**src/rtl/ov_7670_frame_reader.sv**
```systemverilog
// rtl/ov_7670_frame_reader.sv - raster-order frame-buffer reader with VGA-style timing
module ov_7670_frame_reader #(
    parameter int H_ACTIVE = 640,
    parameter int H_FP     = 16,
    parameter int H_SYNC   = 96,
    parameter int H_BP     = 48,
    parameter int V_ACTIVE = 480,
    parameter int V_FP     = 10,
    parameter int V_SYNC   = 2,
    parameter int V_BP     = 33,
    parameter int RD_LAT   = 1
) (
    input  logic        clk,
    input  logic        reset_n,
    input  logic        enable,
    output logic [18:0] rd_addr,
    output logic        rd_en,
    input  logic [23:0] rd_data,
    output logic        hsync,
    output logic        vsync,
    output logic        blank_n,
    output logic [7:0]  red,
    output logic [7:0]  green,
    output logic [7:0]  blue,
    output logic        frame_start
);

    localparam int H_TOTAL = H_ACTIVE + H_FP + H_SYNC + H_BP;
    localparam int V_TOTAL = V_ACTIVE + V_FP + V_SYNC + V_BP;
    localparam int HW      = $clog2(H_TOTAL);
    localparam int VW      = $clog2(V_TOTAL);

    // Flag bundle carried down the delay line: {visible, hsync, vsync, frame_start}
    localparam logic [3:0] FLAGS_IDLE = 4'b0110;

    logic [HW-1:0] h_cnt;
    logic [VW-1:0] v_cnt;
    logic [18:0]   addr_cnt;
    logic          visible;
    logic          hsync_raw;
    logic          vsync_raw;
    logic          first_pixel;
    logic          line_end;
    logic          frame_end;
    logic [3:0]    flags [RD_LAT];
    logic [3:0]    tap;

    // Stage-0 decode of the raster position
    always_comb begin
        visible     = (h_cnt < HW'(H_ACTIVE)) && (v_cnt < VW'(V_ACTIVE));
        hsync_raw   = !((h_cnt >= HW'(H_ACTIVE + H_FP)) && (h_cnt < HW'(H_ACTIVE + H_FP + H_SYNC)));
        vsync_raw   = !((v_cnt >= VW'(V_ACTIVE + V_FP)) && (v_cnt < VW'(V_ACTIVE + V_FP + V_SYNC)));
        first_pixel = (h_cnt == '0) && (v_cnt == '0);
        line_end    = (h_cnt == HW'(H_TOTAL - 1));
        frame_end   = line_end && (v_cnt == VW'(V_TOTAL - 1));
        tap         = flags[RD_LAT-1];
    end

    // Raster counters and running pixel address; held at the origin while disabled
    always_ff @(posedge clk or negedge reset_n) begin
        if (!reset_n) begin
            h_cnt    <= '0;
            v_cnt    <= '0;
            addr_cnt <= '0;
        end else if (!enable) begin
            h_cnt    <= '0;
            v_cnt    <= '0;
            addr_cnt <= '0;
        end else begin
            if (line_end) begin
                h_cnt <= '0;
                v_cnt <= (v_cnt == VW'(V_TOTAL - 1)) ? '0 : v_cnt + VW'(1);
            end else begin
                h_cnt <= h_cnt + HW'(1);
            end
            if (frame_end) begin
                addr_cnt <= '0;
            end else if (visible) begin
                addr_cnt <= addr_cnt + 19'd1;
            end
        end
    end

    // Read request; address holds between lines so it never leaves the frame
    always_ff @(posedge clk or negedge reset_n) begin
        if (!reset_n) begin
            rd_en   <= 1'b0;
            rd_addr <= '0;
        end else if (!enable) begin
            rd_en   <= 1'b0;
            rd_addr <= '0;
        end else begin
            rd_en <= visible;
            if (visible) begin
                rd_addr <= addr_cnt;
            end
        end
    end

    // Timing flags delayed RD_LAT clocks so they line up with rd_data; drains when disabled
    always_ff @(posedge clk or negedge reset_n) begin
        if (!reset_n) begin
            for (int i = 0; i < RD_LAT; i++) begin
                flags[i] <= FLAGS_IDLE;
            end
        end else begin
            flags[0] <= enable ? {visible, hsync_raw, vsync_raw, visible && first_pixel} : FLAGS_IDLE;
            for (int i = 1; i < RD_LAT; i++) begin
                flags[i] <= flags[i-1];
            end
        end
    end

    // Output register: colour only when the aligned pixel is visible, otherwise black
    always_ff @(posedge clk or negedge reset_n) begin
        if (!reset_n) begin
            blank_n     <= 1'b0;
            hsync       <= 1'b1;
            vsync       <= 1'b1;
            frame_start <= 1'b0;
            red         <= '0;
            green       <= '0;
            blue        <= '0;
        end else begin
            blank_n              <= tap[3];
            hsync                <= tap[2];
            vsync                <= tap[1];
            frame_start          <= tap[0];
            {red, green, blue}   <= tap[3] ? rd_data : 24'h0;
        end
    end

endmodule

```
**config.mk**
```make
export PLATFORM = sky130hd
export DESIGN_NAME = ov_7670_frame_reader
export DESIGN_NICKNAME = d
export VERILOG_FILES = /design/src/rtl/ov_7670_frame_reader.sv
export SDC_FILE = /design/constraint.sdc
export NUM_CORES = 1
export LEC_CHECK = 0
export CELL_PAD_IN_SITES_DETAIL_PLACEMENT = 1
export CELL_PAD_IN_SITES_GLOBAL_PLACEMENT = 1
export CORE_MARGIN = 3
export CORE_UTILIZATION = 25
export CTS_CLUSTER_SIZE = 8
export DETAILED_ROUTE_END_ITERATION = 8
export PLACE_DENSITY = 0.54
export SYNTH_ARGS = -nofsm -noshare
export SYNTH_HDL_FRONTEND = slang
export SYNTH_SLANG_ARGS = --single-unit
```
**constraint.sdc**
```tcl
create_clock -name clk -period 2.15 [get_ports clk]
set_input_delay 0.5375 -clock clk [delete_from_list [all_inputs] [get_ports clk]]
set_output_delay 0.5375 -clock clk [all_outputs]
set_load 0.005 [all_outputs]
```
==> results of run 1 <==
-- cell usage after synthesis, types with 5 or more instances --
library cell   n  area (µm²)
dfrtp_1       86        2152
nand2_1       58       217.7
a21oi_1       29       145.1
and2_1        27       168.9
nand3_1       18       90.09
clkbuf_1      17       63.81
o21ai_0       15       75.07
inv_1         13       48.80
nor2_1        13       48.80
nand4_1       10       62.56
a31oi_1        8       50.05
nor3_1         8       40.04
and4_1         6       52.55
nor4_1         6       37.54
or4_1          6       45.04
xnor2_1        6       52.55
xor2_1         6       52.55
ha_1           5       62.56
o211ai_1       5       37.54
-- layer usage --
layer,vias to the layer above,track usage [%]
met4,0,4.388
met1,1672,16.86
met3,13,3.156
met2,74,21.04
li1,1574,-
met5,-,0
-- kinds of logic after synthesis --
family,after synthesis,synth area share (%)
flip-flops,90,56.30
XOR/XNOR,12,2.622
AND/OR/NAND/NOR,175,23.38
multiplexers,1,0.2497
adder cells (fa/ha/maj),5,1.561
AO/OA/AOI/OAI,78,11.92
buffers and inverters,37,3.964
-- worst max-delay path by stage --
stage | start | end | slack (ns) | depth (start not counted)
after floorplan | v_cnt[5] | addr_cnt[12] | 0.32 | 6
after global placement | enable | addr_cnt[18] | 0.05 | 5
after detailed placement | enable | addr_cnt[18] | -0.01 | 5
after CTS | h_cnt[0] | h_cnt[7] | 0.19 | 5
after global routing | h_cnt[0] | h_cnt[7] | 0.05 | 5
final | v_cnt[5] | addr_cnt[13] | 0.22 | 4
-- sequential cells by signal, summed over array words and instances, names as in the netlist --
register,count
addr_cnt,19
rd_addr,19
h_cnt,10
v_cnt,10
blue,8
green,8
red,8
flags,4
blank_n,1
frame_start,1
hsync,1
vsync,1
-- power by group through the flow --
| stage | clock network (µW) | registers [µW] | logic, µW |
|---|---|---|---|
| floorplan | 0 | 1800 | 76.9 |
| detailed placement | 0 | 1800 | 281 |
| global placement | 0 | 1790 | 276 |
| finish | 1870 | 1760 | 275 |
| CTS | 1920 | 1760 | 283 |
| global route | 1990 | 1770 | 308 |
-- stage by stage --
stage	hold WS [ns]	std cells	power, µW	setup WS (ns)	area, µm²
global placement	0.3333	683	2071	0.04946	5107
global route	0.2698	699	4064	0.05225	5460
CTS	0.2396	699	3968	0.1879	5460
detailed placement	0.3364	683	2077	-0.01100	5107
floorplan	0.2419	398	1874	0.3232	4009
finish	0.2167	699	3907	0.2223	5460
-- final cells by class --
cell class                      instances  area, µm²  area share (%)
Clock buffer                           10      239.0           4.377
Tap cell                              211      264.0           4.835
Timing Repair Buffer                   97      935.9           17.14
Clock inverter                          6      113.9           2.085
Inverter                               14      52.55          0.9624
Sequential cell                        90       2257           41.34
Multi-Input combinational cell        271       1598           29.26
==> flow_results.xml, run 1 <==
<?xml version="1.0" encoding="UTF-8"?>
<metrics>
  <group name="placement">
    <metric name="gpl_congestion" unit="">0.8039</metric>
    <metric name="placement.io_buffers" unit="">74</metric>
    <metric name="hpwl" unit="mm">7.662</metric>
  </group>
  <group name="clocking">
    <metric name="clock_tree.htree_level_count" unit="">3</metric>
    <metric name="cts_tree" unit="">done</metric>
    <metric name="clock_sink_count" unit="">90</metric>
    <metric name="cts_max_path_buffers" unit="">2</metric>
    <metric name="clkSlewWorstSetupHoldPaths" unit="ns">0.07</metric>
    <metric name="cts.hold.buffers_added" unit="">0</metric>
    <metric name="numCtsBuffers" unit="">9</metric>
    <metric name="cts_resized" unit="">0</metric>
    <metric name="ctsRootBufferMaster" unit="">clkbuf_16</metric>
    <metric name="cts_setup_buffers" unit="">0</metric>
    <metric name="clk-insertion-delay-late" unit="ns">0.35</metric>
  </group>
  <group name="global_route">
    <metric name="grt_antenna_before_repair" unit="">0</metric>
    <metric name="grt-ovfl-total" unit="">0</metric>
    <metric name="globalRouteTotalUtil" unit="%">12.92</metric>
    <metric name="grt_max_degree" unit="">50</metric>
    <metric name="number_of_global_route_vias_before_repair" unit="">3487</metric>
    <metric name="grt_first_pass_wirelength" unit="mm">18.31</metric>
  </group>
  <group name="critical_path">
    <metric name="critical_path.reg2reg.startpoint" unit="">v_cnt[5]</metric>
    <metric name="worst-setup-path-type" unit="">flip-flop to flip-flop</metric>
    <metric name="cp_slowest_cell" unit="">or4_1</metric>
    <metric name="crit_family" unit="">simple AND/OR/NAND/NOR gates</metric>
    <metric name="worstSetupEndpointType" unit="">flip-flop</metric>
    <metric name="reg2reg_slack" unit="ns">0.22</metric>
    <metric name="critPathBufInv" unit="">0</metric>
    <metric name="crit_path_max_incr_delay" unit="ns">0.52</metric>
    <metric name="critical_path_arrival" unit="ns">2.20</metric>
    <metric name="crit_path_cell_trace" unit="">and4_4 &gt; or3_4 &gt; or4_1 &gt; a21oi_1</metric>
    <metric name="worstPathMaxFanout" unit="">10</metric>
    <metric name="worst-r2r-cell-count" unit="">4</metric>
    <metric name="worst-endpoint-required" unit="ns">2.43</metric>
    <metric name="cp-start-kind" unit="">flip-flop</metric>
    <metric name="regToRegEndpoint" unit="">addr_cnt[13]</metric>
  </group>
  <group name="yosys">
    <metric name="synthesis.nets" unit="">430</metric>
    <metric name="yosys_warnings" unit="">0</metric>
    <metric name="distinct_cell_type_count_of_the_synthesized_netlist" unit="">46</metric>
    <metric name="synth_ff_type" unit="">dfrtp_1</metric>
    <metric name="synth_async_sr_flop_share" unit="%">100.0</metric>
    <metric name="mapped_cell_area" unit="µm²">4009</metric>
    <metric name="postSynthCellCount" unit="">398</metric>
    <metric name="synth-seq-area-share" unit="%">56.30</metric>
    <metric name="average_size_of_a_mapped_cell" unit="µm²">10.07</metric>
    <metric name="synth_enable_flop_cells" unit="">0</metric>
    <metric name="synth.ff_latch_count" unit="">90</metric>
  </group>
  <group name="pwr">
    <metric name="worst_ir_drop_vdd" unit="mV">0.3537</metric>
    <metric name="switching_fraction_of_total_power" unit="%">21.71</metric>
    <metric name="power_frac_clock" unit="%">47.8</metric>
    <metric name="p_comb_share" unit="%">7.0</metric>
    <metric name="power.static_leakage" unit="µW">0.002203</metric>
    <metric name="sequentialPowerShare" unit="%">45.1</metric>
    <metric name="net_load_switching_power" unit="µW">848.2</metric>
    <metric name="cellInternalPower" unit="µW">3059</metric>
    <metric name="pwr_density_cell" unit="nW/µm²">715.5</metric>
  </group>
  <group name="run">
    <metric name="maxCapViolCount" unit="">0</metric>
  </group>
  <group name="sta">
    <metric name="final_hold_violations" unit="">0</metric>
    <metric name="timing.max_slew.rel_slack" unit="%">54.31</metric>
    <metric name="rsz_0062_raised_after_global_routing" unit="">no</metric>
    <metric name="timing.final.max_slew_violations" unit="">0</metric>
    <metric name="skew" unit="ns">0.008689</metric>
    <metric name="final_setup_violation_count" unit="">0</metric>
    <metric name="final.setup.tns" unit="ns">0</metric>
    <metric name="finalWorstPathRequiredPeriod" unit="ns">1.928</metric>
    <metric name="achievable-frequency" unit="MHz">518.8</metric>
    <metric name="final_min_period_over_clock_period" unit="%">89.66</metric>
    <metric name="worst_slew_pin_slew" unit="ns">0.6795</metric>
  </group>
  <group name="detailed_routing">
    <metric name="finalWirelength" unit="mm">10.98</metric>
    <metric name="met2_routed_wirelength" unit="mm">5.198</metric>
    <metric name="routed-via-count" unit="">3333</metric>
    <metric name="route.detailed.wl_per_inst" unit="µm">15.71</metric>
    <metric name="top_layer" unit="">met4</metric>
    <metric name="detail_route.iter0.violations" unit="">97</metric>
    <metric name="ant_nets" unit="">0</metric>
    <metric name="wl_met1" unit="mm">5.156</metric>
    <metric name="drc" unit="">0</metric>
    <metric name="drt_pre_antenna_iters" unit="">4</metric>
    <metric name="viasPerCell" unit="">4.768</metric>
    <metric name="routed-wl-met3" unit="µm">459</metric>
  </group>
  <group name="cells_and_area">
    <metric name="layout_commonest_cell" unit="">dfrtp_1</metric>
    <metric name="fin_nets" unit="">515</metric>
    <metric name="num_antenna_cells" unit="">0</metric>
    <metric name="utilization" unit="%">35.39</metric>
    <metric name="area_growth_syn_to_layout" unit="%">36.20</metric>
    <metric name="share_of_final_layout_standard_cells_stronger_than_drive_strength_1" unit="%">10.04</metric>
    <metric name="fillCellCount" unit="">1761</metric>
    <metric name="layout.cells.most_common_list" unit="">86 x dfrtp_1, 73 x clkdlybuf4s50_1, 58 x nand2_1, 29 x a21oi_1, 27 x and2_1</metric>
  </group>
  <group name="floorplan">
    <metric name="core_area" unit="µm²">15430</metric>
    <metric name="num_rows" unit="">45</metric>
    <metric name="die_area" unit="µm²">17590</metric>
    <metric name="starting_utilization_of_the_core_area" unit="%">25.99</metric>
    <metric name="floorplan.io_pins" unit="">75</metric>
    <metric name="floorplan.die.height" unit="µm">132.6</metric>
    <metric name="die_w" unit="µm">132.6</metric>
  </group>
  <group name="outcome">
    <metric name="status" unit="">finished clean</metric>
  </group>
  <group name="worst_hold_path">
    <metric name="min_path_type" unit="">input port to async pin</metric>
  </group>
</metrics>
(Power assumes the default switching activity.)
==> inputs of run 2 (changes only) <==
CORE_MARGIN = not set   (was 3)
CTS_CLUSTER_DIAMETER = 50   (was not set)
==> run 2 against run 1 <==
  * Count of clock-buffer cells in the layout decreased by 1
  * Largest cell class unchanged
  * Highest routed layer unchanged
  * First-iteration DRC count is 12% lower
  * Critical endpoint is now addr_cnt[11]
  * Cell count up 0.43%
  * Sequential share of layout area is 0.18 points higher
  * Setup slack got worse by 0.00074 ns
  * Critical path depth stayed put
  * Fmax is essentially flat
  * Combinational power fell by 1%
  * Die area down 5.9%
==> flow_results.xml, run 2 (synthesis gave the netlist of run 1 again) <==
<?xml version="1.0" encoding="UTF-8"?>
<metrics>
  <group name="outcome">
    <metric name="status" unit="">finished clean</metric>
  </group>
  <group name="critical_path">
    <metric name="cp-start-kind" unit="">flip-flop</metric>
    <metric name="worstPathMaxFanout" unit="">14</metric>
    <metric name="critical_path.startpoint" unit="">v_cnt[5]</metric>
    <metric name="critical_path.reg2reg.startpoint" unit="">v_cnt[5]</metric>
    <metric name="worst-endpoint-required" unit="ns">2.42</metric>
    <metric name="worst-setup-path-type" unit="">flip-flop to flip-flop</metric>
    <metric name="critical_path_arrival" unit="ns">2.20</metric>
    <metric name="worstSetupEndpointType" unit="">flip-flop</metric>
  </group>
  <group name="sta">
    <metric name="whs" unit="ns">0.1762</metric>
    <metric name="achievable-frequency" unit="MHz">518.6</metric>
    <metric name="finalWorstPathRequiredPeriod" unit="ns">1.928</metric>
    <metric name="skew" unit="ns">0.005757</metric>
    <metric name="final_min_period_over_clock_period" unit="%">89.69</metric>
    <metric name="timing.max_slew.rel_slack" unit="%">64.49</metric>
    <metric name="final_setup_violation_count" unit="">0</metric>
    <metric name="rsz_0062_raised_after_global_routing" unit="">no</metric>
    <metric name="timing.final.max_slew_violations" unit="">0</metric>
    <metric name="final_hold_violations" unit="">0</metric>
    <metric name="worst_slew_pin_slew" unit="ns">0.5282</metric>
    <metric name="timing.final.ws_setup" unit="ns">0.2216</metric>
  </group>
  <group name="placement">
    <metric name="hpwl" unit="mm">7.630</metric>
    <metric name="gpl_congestion" unit="">0.7955</metric>
    <metric name="worst_case_setup_slack_after_placement" unit="ns">-0.07415</metric>
    <metric name="placement.io_buffers" unit="">74</metric>
  </group>
  <group name="global_route">
    <metric name="grt_first_pass_wirelength" unit="mm">17.77</metric>
    <metric name="grt_max_degree" unit="">40</metric>
    <metric name="globalRouteTotalUtil" unit="%">13.80</metric>
    <metric name="global_route.peak_usage_layer" unit="">met2</metric>
    <metric name="groute.layer.met2.usage" unit="%">22.77</metric>
    <metric name="grt-ovfl-total" unit="">0</metric>
    <metric name="gr-usage-met1" unit="%">17.68</metric>
    <metric name="number_of_global_route_vias_before_repair" unit="">3466</metric>
    <metric name="use_met3" unit="%">2.412</metric>
    <metric name="grt_antenna_before_repair" unit="">0</metric>
  </group>
  <group name="pwr">
    <metric name="p_comb_share" unit="%">7.3</metric>
    <metric name="sequentialPowerShare" unit="%">47.4</metric>
    <metric name="worst_ir_drop_vdd" unit="mV">0.3397</metric>
    <metric name="switching_fraction_of_total_power" unit="%">22.00</metric>
    <metric name="net_load_switching_power" unit="µW">818.5</metric>
    <metric name="power_frac_clock" unit="%">45.3</metric>
    <metric name="power.static_leakage" unit="µW">0.002200</metric>
    <metric name="pwr_density_cell" unit="nW/µm²">684.5</metric>
    <metric name="cellInternalPower" unit="µW">2903</metric>
  </group>
  <group name="detailed_routing">
    <metric name="route.detailed.wl_per_inst" unit="µm">15.19</metric>
    <metric name="detail_route.iter0.violations" unit="">85</metric>
    <metric name="finalWirelength" unit="mm">10.66</metric>
    <metric name="drt_pre_antenna_iters" unit="">4</metric>
    <metric name="viasPerCell" unit="">4.679</metric>
    <metric name="drc" unit="">0</metric>
    <metric name="routed-via-count" unit="">3285</metric>
    <metric name="ant_nets" unit="">0</metric>
  </group>
  <group name="worst_hold_path">
    <metric name="min_path_type" unit="">input port to async pin</metric>
  </group>
  <group name="run">
    <metric name="maxCapViolCount" unit="">0</metric>
  </group>
  <group name="cells_and_area">
    <metric name="layout.cells.most_common_list" unit="">86 x dfrtp_1, 73 x clkdlybuf4s50_1, 58 x nand2_1, 29 x a21oi_1, 27 x and2_1</metric>
    <metric name="share_of_final_layout_standard_cells_stronger_than_drive_strength_1" unit="%">10.59</metric>
    <metric name="largest_registers" unit="">addr_cnt: 19 flops, rd_addr: 19 flops</metric>
    <metric name="num_antenna_cells" unit="">0</metric>
    <metric name="fin_nets" unit="">518</metric>
    <metric name="layout_commonest_cell" unit="">dfrtp_1</metric>
    <metric name="area_growth_syn_to_layout" unit="%">35.61</metric>
  </group>
  <group name="floorplan">
    <metric name="die_area" unit="µm²">16550</metric>
    <metric name="num_rows" unit="">45</metric>
    <metric name="die_w" unit="µm">128.6</metric>
    <metric name="floorplan.die.height" unit="µm">128.6</metric>
    <metric name="core_area" unit="µm²">15430</metric>
    <metric name="starting_utilization_of_the_core_area" unit="%">25.99</metric>
    <metric name="floorplan.io_pins" unit="">75</metric>
  </group>
  <group name="clocking">
    <metric name="ctsRootBufferMaster" unit="">clkbuf_16</metric>
    <metric name="clk-insertion-delay-late" unit="ns">0.35</metric>
    <metric name="cts.hold.buffers_added" unit="">0</metric>
    <metric name="clock_sink_count" unit="">90</metric>
    <metric name="clock_tree.htree_level_count" unit="">3</metric>
    <metric name="cts_resized" unit="">0</metric>
    <metric name="cts_max_path_buffers" unit="">2</metric>
    <metric name="cts_setup_buffers" unit="">0</metric>
    <metric name="clkSlewWorstSetupHoldPaths" unit="ns">0.06</metric>
    <metric name="numCtsBuffers" unit="">9</metric>
    <metric name="cts_tree" unit="">done</metric>
  </group>
</metrics>
## run 2: cell types whose count changed in the layout (fill, tap and decap cells not counted)
cell / change
buf_12: -1
bufinv_16: -1
buf_4: +4
clkbuf_8: -1
clkinv_2: +2
## run 2: cell type report
type / count / area [µm²]
inverter: 14 / 52.55
timing repair buffer: 100 / 945.9
sequential: 90 / 2257
tap: 211 / 264.0
fill: 1785 / 9991
clock buffer: 9 / 225.2
multi-input combinational: 271 / 1598
clock inverter: 7 / 93.84
## run 2: worst max-delay path, stage by stage (launching register included)
cell and delay (ns):
dfrtp_1 0.46, and4_4 0.26, or3_4 0.47, or4_1 0.53
a21oi_1 0.15
## run 2: final timing paths
path                                endpoint  slack [ns]  cells after the start
worst min-delay path                  red[7]        0.18                      1
min in group clk                       vsync        0.36                      0
max in group asynchronous           v_cnt[4]        1.34                      2
worst max-delay path            addr_cnt[11]        0.22                      4
worst min register to register         vsync        0.36                      0
worst max register to register  addr_cnt[11]        0.22                      4
## run 2: per-layer routing
layer / wire length, µm / up-vias
met4: 196 / 0
met1: 5153 / 1619
li1: - / 1582
met3: 433 / 13
met5: 0 / -
met2: 4880 / 71
## run 2: stage by stage
step           area, µm²  utilization (%)  setup TNS (ns)  std cells  total power, µW
6_report            5436            35.24               0        702             3721
5_1_grt             5436            35.24               0        702             3880
4_1_cts             5436            35.24               0        702             3794
3_5_place_dp        5117            33.17         -0.2470        686             2075
3_3_place_gp        5117            33.17               0        686             2072
2_1_floorplan       4009                -               0        398             1874
## run 2: power by group through the flow
stage,clock [µW],combinational [µW],sequential [µW]
global placement,0,276,1800
floorplan,0,76.9,1800
finish,1690,271,1760
global route,1810,305,1770
CTS,1750,280,1760
detailed placement,0,278,1800
